[src/rtl/rx_polling_ctrl.sv]
// rx_polling_ctrl: receive side of LTSSM Polling (Active/Configuration TS1/TS2 counting).
// Ports: Pclk/Reset clock and sync reset; Enable entry request; TS1Valid/TS2Valid/LinkLaneMatch
// received ordered sets; TS2Sent transmitted TS2; TimeOut timer expiry; TimerStart/TimerEnable/
// TimerIntervalCode timer control; SendTS2 Tx select; PollingDone/PollingFail exit pulses; State.
module rx_polling_ctrl #(
    parameter int RX_TS1_COUNT = 8,
    parameter int RX_TS2_COUNT = 8,
    parameter int TX_TS2_COUNT = 16
) (
    input  logic       Pclk,
    input  logic       Reset,
    input  logic       Enable,
    input  logic       TS1Valid,
    input  logic       TS2Valid,
    input  logic       LinkLaneMatch,
    input  logic       TS2Sent,
    input  logic       TimeOut,
    output logic       TimerStart,
    output logic       TimerEnable,
    output logic [2:0] TimerIntervalCode,
    output logic       SendTS2,
    output logic       PollingDone,
    output logic       PollingFail,
    output logic [1:0] State
);
    localparam logic [1:0] IDLE = 2'b00, ACTIVE = 2'b01, CONFIG = 2'b10;
    logic [4:0] rx_cnt, tx_cnt, rx_next, tx_next;
    logic       seen, seen_next, go_config, done_now, fail_now;
    function automatic logic [4:0] inc(input logic [4:0] v);
        return (v == 5'd31) ? v : v + 5'd1;
    endfunction
    always_comb begin
        rx_next   = (State == ACTIVE)
                  ? ((TS1Valid | TS2Valid) ? (LinkLaneMatch ? inc(rx_cnt) : 5'd0) : rx_cnt)
                  : (TS1Valid ? 5'd0 : TS2Valid ? (LinkLaneMatch ? inc(rx_cnt) : 5'd0) : rx_cnt);
        // the TS2 that sets the sticky flag also unlocks a same-cycle TS2Sent
        seen_next = seen | (TS2Valid & LinkLaneMatch);
        tx_next   = (TS2Sent & seen_next) ? inc(tx_cnt) : tx_cnt;
        go_config = (State == ACTIVE) && (rx_next >= 5'(RX_TS1_COUNT));
        done_now  = (State == CONFIG) && (rx_next >= 5'(RX_TS2_COUNT)) && (tx_next >= 5'(TX_TS2_COUNT));
        // success beats timeout; timeout is blind during the timer restart cycle
        fail_now  = (State != IDLE) && TimeOut && !TimerStart && !go_config && !done_now;
    end
    assign TimerEnable       = (State != IDLE);
    assign SendTS2           = (State == CONFIG);
    assign TimerIntervalCode = (State == ACTIVE) ? 3'b010 : (State == CONFIG) ? 3'b011 : 3'b000;
    always_ff @(posedge Pclk) begin
        if (Reset) begin
            State       <= IDLE;
            rx_cnt      <= '0;
            tx_cnt      <= '0;
            seen        <= 1'b0;
            TimerStart  <= 1'b0;
            PollingDone <= 1'b0;
            PollingFail <= 1'b0;
        end else begin
            TimerStart  <= 1'b0;
            PollingDone <= done_now;
            PollingFail <= fail_now;
            if (State == IDLE || State == 2'b11) begin
                State <= IDLE;
                if (Enable) begin
                    State      <= ACTIVE;
                    TimerStart <= 1'b1;
                end
                rx_cnt <= '0;
                tx_cnt <= '0;
                seen   <= 1'b0;
            end else if (go_config) begin
                State      <= CONFIG;
                TimerStart <= 1'b1;
                rx_cnt     <= '0;
                tx_cnt     <= '0;
                seen       <= 1'b0;
            end else if (done_now || fail_now) begin
                State  <= IDLE;
                rx_cnt <= '0;
                tx_cnt <= '0;
                seen   <= 1'b0;
            end else begin
                rx_cnt <= rx_next;
                tx_cnt <= (State == CONFIG) ? tx_next : tx_cnt;
                seen   <= (State == CONFIG) ? seen_next : seen;
            end
        end
    end
endmodule

[config.mk]
export PLATFORM = sky130hd
export DESIGN_NAME = rx_polling_ctrl
export DESIGN_NICKNAME = d
export VERILOG_FILES = /design/src/rtl/rx_polling_ctrl.sv
export SDC_FILE = /design/constraint.sdc
export NUM_CORES = 1
export LEC_CHECK = 0
export ABC_CLOCK_PERIOD_IN_PS = 3000
export CORE_UTILIZATION = 52
export CTS_CLUSTER_DIAMETER = 40
export DETAILED_ROUTE_END_ITERATION = 8
export GPL_TIMING_DRIVEN = 0
export PLACE_DENSITY = 0.87
export SYNTH_ARGS = -nofsm -noshare
export SYNTH_HDL_FRONTEND = slang
export SYNTH_SLANG_ARGS = --single-unit
export TNS_END_PERCENT = 5
[constraint.sdc]
create_clock -name Pclk -period 3 [get_ports Pclk]
set_clock_uncertainty 0.05 [all_clocks]
set_input_delay 0.6 -clock Pclk [delete_from_list [all_inputs] [get_ports Pclk]]
set_output_delay 0.6 -clock Pclk [all_outputs]
set_load 0.01 [all_outputs]
==> flow_summary.yaml, run 1 <==
outcome:
  status: "finished clean"
clocking:
  cts-buffers-inserted: 3
  postCtsSetupBuffers: 0
  htree_levels: 1
  clk_pin_slew_worst_paths_ns: 0.10
  cts_tree: "yes"
  cts_sinks: 16
  clockRootBuffer: "clkbuf_4"
  clock_latency_ns: 0.30
  cts_resized: 0
  cts_buffer_depth: 2
  cts_hold_buf: 0
power_and_ir_drop:
  leakage_uw: 0.000374
  combPwrFrac: 0.138
  clockPowerShare: 0.344
  sw_frac_of_total: 0.245
  irDropWorstVdd_mv: 0.243
  internal_power_uw: 317
  power.switching_uw: 103
  pwr_density_cell_nw_per_um2: 388
  pwr-share-seq: 0.519
  power_uw: 420
hold_path:
  min_path_type: "register to register"
  worst_hold_startpoint: "seen"
  min_path_cells: 2
  hold_end: "seen"
setup_path:
  startpoint_type: "input port"
  reg2reg_to: "tx_cnt[3]"
  r2r_start: "State[1]"
  worstPathArrival_ns: 2.52
  cp.required_ns: 3.15
  crit_type: "input port to register"
  worst-path-max-fanout: 10
  worst-r2r-cell-count: 6
  crit_path_end_kind: "register"
  ff2ff_setup_slack_ns: 0.89
synth:
  yosys_warnings: 0
  avgSynthCellArea_sq_um: 8.57
  seq_area_frac_synth: 0.370
  synth_nets: 114
  syn-cell-area_sq_um: 866
  synth_cells: 101
  ys_types: 37
  ys_seq_elements: 16
routing:
  drt-total-wl_mm: 1.93
  drc: 0
  via_per_inst: 6.06
  postRouteAntennaNets: 0
  wl_per_cell_um: 14.1
  vias: 830
  drt_iter0_markers: 32
  drt_pass1_iterations: 4
global_route:
  use_met1: 0.280
  grt.overflow.total: 0
  use_met2: 0.400
  grt_usage: 0.240
  antenna_found_initial: 0
  busiest_layer: "met2"
  grt_pass1_wl_mm: 3.33
  grt_max_degree: 11
  met3_usage: 0.0809
  grt_pass1_vias: 803
sta:
  maxSlewViolCount: 0
  fmax_ghz: 0.421
  setup_ws_ns: 0.625
  finalCritPeriodShare: 0.792
  finalCriticalPeriod_ns: 2.38
  grt_setup_unrepaired: "no"
  hold_viol: 0
  tns_ns: 0
  fin_hold_ws_ns: 0.469
  finalSetupViolCount: 0
floorplan:
  start_util: 0.568
  num_rows: 14
  die_h_um: 42.8
  core_sq_um: 1520
  die_w_um: 42.8
  die-area_sq_um: 1830
  io_pins: 18
placement:
  dp_hpwl_mm: 1.48
  dp.cells: 133
  place.gp.congestion: 0.875
  place_ws_ns: 0.317
  io_buffers: 16
finish:
  syn2layout_area_growth_pct: 25.0
  drive_above_1_share: 0.0744
  fillers: 108
  layoutNonFillerInstCount: 137
  n_antenna_cell: 0
  finalNetCount: 135
flow_run:
  max_cap_violations: 0
[cell type report]
| type | instances | area (sq um) | area share |
|---|---|---|---|
| Clock buffer | 4 | 36.3 | 0.0335 |
| Multi-Input combinational cell | 72 | 488 | 0.451 |
| Tap cell | 16 | 20.0 | 0.0185 |
| Sequential cell | 16 | 320 | 0.296 |
| Timing Repair Buffer | 16 | 160 | 0.148 |
| Buffer | 3 | 20.0 | 0.0185 |
| Inverter | 10 | 37.5 | 0.0347 |
[synthesized netlist by cell type]
library cell	count	area [sq um]
dfxtp_1	16	320
a21oi_1	10	50.1
inv_1	10	37.5
nor2_1	6	22.5
ha_1	5	62.6
nand2_1	5	18.8
nor3_1	4	20.0
nand3_1	3	15.0
o21ai_0	3	15.0
a21boi_0	2	15.0
a22oi_1	2	15.0
a31oi_1	2	12.5
buf_4	2	15.0
mux2i_1	2	20.0
nand2b_1	2	12.5
nand4_1	2	12.5
nor4_1	2	12.5
o211ai_1	2	15.0
o32ai_1	2	17.5
xnor2_1	2	17.5
a2111o_1	1	11.3
a221o_1	1	10.0
a221oi_1	1	8.76
a311oi_1	1	8.76
a32oi_1	1	8.76
and3_1	1	6.26
and3_2	1	7.51
and4_1	1	8.76
buf_2	1	5.00
conb_1	1	3.75
nand4_2	1	12.5
nor2b_1	1	6.26
nor3b_1	1	7.51
nor4b_1	1	8.76
o2111ai_1	1	8.76
o31a_1	1	8.76
o31ai_1	1	7.51
[per-layer routing]
layer  wire length, um  part of all wire
met5                 0                 0
met4                14            0.0072
met3                98             0.051
met2               947              0.49
met1               872              0.45
[cell families (layout without fill, tap and decap cells)]
logic type | Yosys count | in the layout | share of synthesized area
AOI/OAI and AO/OA | 31 | 31 | 0.246
xor gates and xnor gates | 2 | 2 | 0.0202
adders and majority gates | 5 | 5 | 0.0723
buffers and inverters | 13 | 33 | 0.0665
DFF | 16 | 16 | 0.370
muxes | 2 | 2 | 0.0231
other | 1 | 1 | 0.00433
and+or+nand+nor | 31 | 31 | 0.198
[placed cells by master (no fill, tap or decap), types with 2 or more instances in the layout]
master           count
o21ai_0              3
clkbuf_4             3
a22oi_1              2
nor3_1               4
o32ai_1              2
a21boi_0             2
dfxtp_1             16
nor4_1               2
nand4_1              2
a31oi_1              2
clkdlybuf4s50_1     16
inv_1               10
o211ai_1             2
mux2i_1              2
buf_4                2
nand2b_1             2
a21oi_1             10
xnor2_1              2
nand3_1              3
nand2_1              5
ha_1                 5
nor2_1               6
[power by group through the flow]
stage / logic, uW / registers (uW) / clock network (uW)
finish: 57.8 / 218 / 144
global route: 63.3 / 218 / 157
CTS: 57.7 / 218 / 148
detailed placement: 57.5 / 223 / 0
global placement: 56.2 / 222 / 0
floorplan: 28.0 / 223 / 0
[worst max-delay path by stage]
stage,to,from,depth (start not counted),slack [ns]
5_1_grt,tx_cnt[3],TS1Valid,5,0.43
6_report,tx_cnt[3],TS1Valid,5,0.62
3_5_place_dp,tx_cnt[3],TS1Valid,5,0.32
2_1_floorplan,State[0],State[0],7,1.12
3_3_place_gp,tx_cnt[3],TS1Valid,5,0.38
4_1_cts,tx_cnt[3],TS1Valid,5,0.62
[stage by stage]
stage,area (sq um),utilization
CTS,1080,0.710
global placement,1050,0.686
detailed placement,1050,0.686
finish,1080,0.710
global route,1080,0.710
floorplan,866,-
[worst max-delay path: stages]
cell	delay, ns
clkdlybuf4s50_1	0.57
mux2i_1	0.42
a2111o_1	0.29
nand4_2	0.28
a221oi_1	0.36
Power figures use the tool's default switching activity.
==> run 2: changes to the inputs <==
ABC_CLOCK_PERIOD_IN_PS = 2200   (was 3000)
CORE_UTILIZATION = 49   (was 52)
PLACE_DENSITY = 0.83   (was 0.87)
clock period = 2.2 ns   (was 3 ns; I/O delays follow)
==> run 2 against run 1 <==
  * Clock-buffer cell count unchanged
  * Largest power group unchanged
  * Critical endpoint is now TimerIntervalCode[0]
  * Sequential share of layout area down 0.93 points
  * Critical path type is now register to output port
  * First-iteration DRC count down 47%
  * Wire length up 1.9%
==> flow_summary.yaml, run 2 (same netlist as run 1, synthesis figures left out) <==
clocking:
  cts_buffer_depth: 2
  cts_hold_buf: 0
  clock_latency_ns: 0.28
  cts-buffers-inserted: 3
  clockRootBuffer: "clkbuf_4"
  cts_tree: "yes"
  htree_levels: 1
  cts_sinks: 16
  clk_pin_slew_worst_paths_ns: 0.10
routing:
  wl_met2_um: 935
  drt_pass1_iterations: 6
  met3_length_um: 80
  drt-total-wl_mm: 1.97
  wl_per_cell_um: 14.2
  drt_iter0_markers: 17
  vias: 856
  postRouteAntennaNets: 0
  drc: 0
  met1_length_um: 931
  via_per_inst: 6.16
  top_layer: "met4"
finish:
  fillers: 120
  multi_input_area_sq_um: 503
  regArea_sq_um: 320
  layout_commonest_cell: "dfxtp_1"
  fin_util: 0.709
  final_cell_mix: "dfxtp_1, clkdlybuf4s50_1, inv_1, a21oi_1, nor2_1"
  finalNetCount: 137
  drive_above_1_share: 0.106
  syn2layout_area_growth_pct: 29.0
  n_antenna_cell: 0
floorplan:
  num_rows: 14
  die-area_sq_um: 1940
  core_sq_um: 1580
  start_util: 0.549
  die_h_um: 44.0
  die_w_um: 44.0
  io_pins: 18
flow_run:
  max_cap_violations: 0
setup_path:
  worstPathArrival_ns: 1.67
  r2r_start: "State[0]"
  worst-r2r-cell-count: 7
  critPathLaunch: "State[0]"
  startpoint_type: "register"
  crit_path_end_kind: "output port"
  worst-path-max-fanout: 5
  crit_type: "register to output port"
  cp.required_ns: 1.71
sta:
  hold_viol: 0
  finalCriticalPeriod_ns: 2.16
  setup_ws_ns: 0.0420
  finalCritPeriodShare: 0.981
  grt_setup_unrepaired: "yes"
  finalSetupViolCount: 0
  fmax_ghz: 0.463
  maxSlewViolCount: 0
  fin_hold_ws_ns: 0.460
power_and_ir_drop:
  irDropWorstVdd_mv: 0.326
  leakage_uw: 0.000392
  power_uw: 570
  pwr_density_cell_nw_per_um2: 510
global_route:
  antenna_found_initial: 0
  grt_pass1_vias: 703
  grt_max_degree: 11
  grt_usage: 0.209
  grt_pass1_wl_mm: 3.04
  grt.overflow.total: 0
hold_path:
  min_path_cells: 1
  worst_hold_startpoint: "tx_cnt[3]"
  min_path_type: "register to register"
placement:
  place.gp.congestion: 0.843
  io_buffers: 16
  place_ws_ns: -0.283
  dp_hpwl_mm: 1.44
outcome:
  status: "finished clean"
## run 2: area by class of cell
| class | instances | share of cell area |
|---|---|---|
| Buffer | 3 | 0.0202 |
| Clock buffer | 4 | 0.0325 |
| Inverter | 10 | 0.0336 |
| Multi-Input combinational cell | 72 | 0.450 |
| Sequential cell | 16 | 0.287 |
| Tap cell | 16 | 0.0179 |
| Timing Repair Buffer | 18 | 0.159 |
## run 2: power by group
part	total (uW)	switching [uW]	internal, uW
Clock	188	87.2	101
Sequential	296	2.76	294
Combinational	85.4	44.2	41.2
## run 2: repair_timing
item	in CTS	in global routing
resized for setup	0	5
endpoints found under the setup margin	0	13
buffers inserted	0	2
## run 2: metal layers
layer,vias up,global-route usage
met5,-,0
met4,0,0.0909
met3,4,0.0245
met2,22,0.335
met1,408,0.282
li1,422,-
## run 2: stage by stage
step	setup TNS, ns	instance area, sq um	cells
detailed placement	-2.80	1050	133
global placement	-2.40	1050	133
floorplan	0	866	101
CTS	0	1080	137
finish	0	1120	139
global route	-0.0201	1120	139
## run 2: path summary, 6_finish.rpt
| path | endpoint | slack [ns] |
|---|---|---|
| worst min register to register | tx_cnt[3] | 0.46 |
| worst max register to register | State[0] | 0.15 |
| worst min-delay path | tx_cnt[3] | 0.46 |
| worst max-delay path | TimerIntervalCode[0] | 0.04 |
## run 2: worst max-delay path, stage by stage, from the launching register on
cell and delay [ns]:
dfxtp_1 0.34, inv_1 0.13, ha_2 0.27, buf_4 0.12
clkdlybuf4s50_1 0.53
